<file path="src/rtl/fe_instr_dispatcher.sv">
// Front-end dispatch stage: round-robin EU allocation, broadcast on the EU dispatch bus, retry on full.
// Optional: define FE_DISPATCH_STALL_CTR_EN to add a saturating RETRY-cycle counter (stall_cycles_o).
module fe_instr_dispatcher #(
  parameter int unsigned NUM_PARALLEL_INSTR_DISPATCHES = 4,
  parameter int unsigned LOG2_NUM_EXEC_UNITS           = 2,
  parameter int unsigned INSTR_W                       = 32
) (
  input  logic                                                     clk,
  input  logic                                                     reset,
  input  logic [NUM_PARALLEL_INSTR_DISPATCHES-1:0][INSTR_W-1:0]    batch_instr_i,
  input  logic [NUM_PARALLEL_INSTR_DISPATCHES-1:0]                 batch_instr_valid_i,
  input  logic                                                     batch_valid_i,
  output logic                                                     batch_ready_o,
  output logic [NUM_PARALLEL_INSTR_DISPATCHES-1:0][INSTR_W-1:0]    dispatched_instr_o,
  output logic [NUM_PARALLEL_INSTR_DISPATCHES-1:0]                 dispatched_instr_valid_o,
  output logic [NUM_PARALLEL_INSTR_DISPATCHES-1:0][LOG2_NUM_EXEC_UNITS-1:0]
                                                                   dispatched_instr_alloc_euidx_o,
  input  logic [(2**LOG2_NUM_EXEC_UNITS)-1:0]                      eu_is_full_i
`ifdef FE_DISPATCH_STALL_CTR_EN
  ,
  output logic [15:0]                                              stall_cycles_o
`endif
);

  localparam int unsigned N = NUM_PARALLEL_INSTR_DISPATCHES;
  localparam int unsigned L = LOG2_NUM_EXEC_UNITS;
  localparam logic [L-1:0] CtrOne = L'(1);

  typedef enum logic [1:0] {StIdle, StDispatch, StRetry} state_e;

  state_e                  state_q;
  logic [N-1:0]            pending_q;
  logic [N-1:0]            blocked;
  logic [N-1:0][INSTR_W-1:0] instr_q;
  logic [N-1:0][L-1:0]     euidx_q;
  logic [N-1:0][L-1:0]     euidx_new;
  logic [L-1:0]            alloc_ctr_q;
  logic [L-1:0]            alloc_ctr_new;
  logic                    accept;

  always_comb begin
    for (int k = 0; k < N; k++) begin
      blocked[k] = pending_q[k] & eu_is_full_i[euidx_q[k]];
    end
  end

  assign batch_ready_o = (state_q == StIdle) | ~(|blocked);
  assign accept        = batch_valid_i & batch_ready_o;

  // Running counter gives each valid lane alloc_ctr + (number of valid lanes below it).
  always_comb begin
    alloc_ctr_new = alloc_ctr_q;
    for (int k = 0; k < N; k++) begin
      euidx_new[k] = alloc_ctr_new;
      if (batch_instr_valid_i[k]) begin
        alloc_ctr_new = alloc_ctr_new + CtrOne;
      end
    end
  end

  always_ff @(posedge clk) begin
    if (reset) begin
      state_q     <= StIdle;
      pending_q   <= '0;
      instr_q     <= '0;
      euidx_q     <= '0;
      alloc_ctr_q <= '0;
    end else if (accept) begin
      pending_q <= batch_instr_valid_i;
      if (|batch_instr_valid_i) begin
        instr_q     <= batch_instr_i;
        euidx_q     <= euidx_new;
        alloc_ctr_q <= alloc_ctr_new;
        state_q     <= StDispatch;
      end else begin
        state_q <= StIdle;
      end
    end else begin
      // A full EU is deemed to have taken none of its lanes, so only blocked lanes stay pending.
      pending_q <= blocked;
      state_q   <= (|blocked) ? StRetry : StIdle;
    end
  end

  assign dispatched_instr_o             = instr_q;
  assign dispatched_instr_valid_o       = pending_q;
  assign dispatched_instr_alloc_euidx_o = euidx_q;

`ifdef FE_DISPATCH_STALL_CTR_EN
  logic [15:0] stall_q;

  always_ff @(posedge clk) begin
    if (reset) begin
      stall_q <= '0;
    end else if (state_q == StRetry && stall_q != 16'hFFFF) begin
      stall_q <= stall_q + 16'd1;
    end
  end

  assign stall_cycles_o = stall_q;
`endif

endmodule

</file>
<file path="config.mk">
export PLATFORM = sky130hd
export DESIGN_NAME = fe_instr_dispatcher
export DESIGN_NICKNAME = d
export VERILOG_FILES = /design/src/rtl/fe_instr_dispatcher.sv
export SDC_FILE = /design/constraint.sdc
export NUM_CORES = 1
export LEC_CHECK = 0
export CAP_MARGIN = 20
export CELL_PAD_IN_SITES_DETAIL_PLACEMENT = 0
export CELL_PAD_IN_SITES_GLOBAL_PLACEMENT = 1
export CORE_MARGIN = 5
export CORE_UTILIZATION = 29
export CTS_BUF_LIST = sky130_fd_sc_hd__clkbuf_8
export DETAILED_ROUTE_END_ITERATION = 8
export GPL_TIMING_DRIVEN = 0
export PLACE_DENSITY_LB_ADDON = 0.05
export SYNTH_ARGS = -nofsm -noshare
export SYNTH_HDL_FRONTEND = slang
export SYNTH_SLANG_ARGS = --single-unit
</file>
<file path="constraint.sdc">
create_clock -name clk -period 2.7 [get_ports clk]
set_input_delay 0.54 -clock clk [delete_from_list [all_inputs] [get_ports clk]]
set_output_delay 0.54 -clock clk [all_outputs]
set_load 0.03 [all_outputs]
</file>
==> metrics.yaml <==
routed_wirelength_um: 21900
num_rows: 51
p_leak_uw: 0.00325
place_hpwl_um: 15800
fin_worst_skew_ns: 0.0179
slew_viol_final: 0
first_pass_iters: 4
synthToLayoutAreaGrowth_pct: 61.1
startpoint_type: "flop"
crit_chain: "mux4_2 -> nand2_2 -> a41oi_1 -> buf_4 -> inv_8 -> buf_6"
drive_above_1_share_pct: 6.76
cts_buffers: 17
route.detailed.drc: 0
syn_inst: 683
grt_max_degree: 17
outcome: "complete, no violations"
gp_congestion: 0.753
fin_crit_sh_pct: 95.7
syn_area_per_cell_um2: 8.44
clk_pin_slew_ns: 0.08
mostFrequentLayoutCell: "clkdlybuf4s50_1"
powerDensity_nw_per_um2: 586
die-area_um2: 22800
yosys_register_bits: 144
endpoint_kind: "output port"
cts_buffer_depth: 2
max_freq_mhz: 387
grt_pass1_wl_um: 33300
rsz0062_at_grt: "false"
cp_slowest_stage_delay_ns: 0.52
fill_cells: 1974
cts_hold_buf: 0
cap_violations: 0
hold_viol: 0
syn-cell-area_um2: 5760
cts-root-buf: "clkbuf_8"
slew_headroom_pct: 56.2
via_count: 6167
async_flop_share_pct: 0
cts_tree: "done"
grt_usage_pct: 18.6
yosysWarnings: 0
worstHoldPathType: "reg2reg"
port_buffers: 277
cp_slowest_cell: "mux4_2"
initialDrtViolationCount: 262
grt.overflow.total: 0
htree_levels: 4
synth_edf_count: 0
core_um2: 19500
cts.sinks: 144
wire_per_inst_um: 17.4
peakVddDrop_mv: 0.271
arrival_ns: 2.04
final_nets: 1117
initial_utilization_pct: 29.5
ios: 280
period_needed_ns: 2.58
syn_nets: 822
whs_ns: 0.475
cp.required_ns: 2.16
path_class: "reg2out"
yosysUniqueCellTypes: 34
ys_seq_area_share_pct: 50.0
first_global_vias: 6092
insertion_delay_ns: 0.46
dp_cells: 1225
die_w_um: 151
synthFlopType: "dfxtp_1"
setup_viol: 0
final_cell_mix: "clkdlybuf4s50_1 (272), dfxtp_1 (143), a21oi_1 (141)"
cp_max_fo: 15
worst_slew_pin_slew_ns: 0.657
die_h_um: 151
vias_per_cell: 4.91
antenna_found_initial: 2
drtAntennaViolNets: 0
instances_no_fill: 1257
-- Yosys cell counts, types with 2 or more instances --
library cell	instances	area, um^2
nand2_1	6	22.5
a211oi_1	5	37.5
dfxtp_1	144	2880
nand2b_1	2	12.5
buf_1	7	26.3
clkbuf_1	52	195
buf_6	10	113
xor2_1	4	35.0
mux4_2	4	90.1
o21ai_0	131	656
nand3_1	130	651
buf_2	12	60.1
maj3_1	3	30.0
a31oi_1	5	31.3
xnor2_1	2	17.5
or3_1	3	18.8
a21oi_1	141	706
nor2_1	6	22.5
-- final cells by class --
type                            instances  area, um^2  share of cell area [%]
Sequential cell                       144        2880                    31.1
Antenna cell                            1        2.50                  0.0270
Tap cell                              265         332                    3.57
Buffer                                 80         394                    4.25
Inverter                                1        11.3                   0.121
Clock buffer                           18         248                    2.67
Multi-Input combinational cell        456        2490                    26.8
Clock inverter                         14         143                    1.54
Timing Repair Buffer                  278        2780                    30.0
-- what timing repair did --
action	CTS	global route
resized for setup	18	4
setup buffers	1	0
pin swaps	0	0
endpoints found under the setup margin	1	77
-- cells by family (layout without fill, tap and decap cells) --
| kind of cell | after synthesis | in the layout | share of synthesized area [%] |
|---|---|---|---|
| DFF | 144 | 144 | 50.0 |
| AOI/OAI and AO/OA | 292 | 292 | 26.6 |
| buffers and inverters | 83 | 391 | 6.99 |
| xor gates and xnor gates | 7 | 7 | 1.30 |
| muxes | 4 | 4 | 1.56 |
| and+or+nand+nor | 150 | 150 | 12.9 |
| adders and majority gates | 3 | 3 | 0.521 |
| other | 0 | 1 | 0 |
-- where the power goes --
group	internal, uW	switching, uW
registers	2270	74.5
logic	607	755
clock network	842	886
-- metrics by stage --
step | setup TNS, ns | instance area [um^2] | setup slack (ns) | total power [uW] | util, %
after floorplan | 0 | 5760 | 0.351 | 3110 | -
after global placement | -36.14 | 8870 | -0.915 | 3770 | 45.4
after detailed placement | -39.48 | 8870 | -0.912 | 3770 | 45.4
after CTS | 0 | 9280 | 0.00124 | 5510 | 47.5
after global routing | 0 | 9280 | 0.000589 | 5720 | 47.5
final | 0 | 9280 | 0.117 | 5440 | 47.5
-- path summary, 6_finish.rpt --
check                                    start                     end  slack [ns]  cells after the start
min reg2reg             dispatched_instr_o[45]  dispatched_instr_o[45]        0.48                      2
max reg2reg  dispatched_instr_alloc_euidx_o[6]          alloc_ctr_q[1]        0.52                      8
max          dispatched_instr_alloc_euidx_o[6]           batch_ready_o        0.12                      6
min                     dispatched_instr_o[45]  dispatched_instr_o[45]        0.48                      2
-- worst max-delay path, delay by kind of cell, from the launching register on --
| kind | cells | cell delay, ns |
|---|---|---|
| multiplexers | 1 | 0.52 |
| buffers and inverters | 3 | 0.42 |
| flip-flops | 1 | 0.40 |
| AO/OA/AOI/OAI | 1 | 0.13 |
| AND/OR/NAND/NOR | 1 | 0.11 |
-- registers in the layout (all words and copies together), names as in the netlist --
name / count
dispatched_instr_valid_o: 4
dispatched_instr_alloc_euidx_o: 8
alloc_ctr_q: 2
state_q: 2
dispatched_instr_o: 128
-- per-layer routing --
metal	track usage, %	wire (um)	vias up	share of wire, %
met4	4.08	252	2	1.1
met2	29.1	9960	215	45
met3	7.30	2060	16	9.4
li1	-	-	3057	-
met5	0	13	-	0.059
met1	24.3	9650	2877	44
Power figures use the tool's default switching activity.
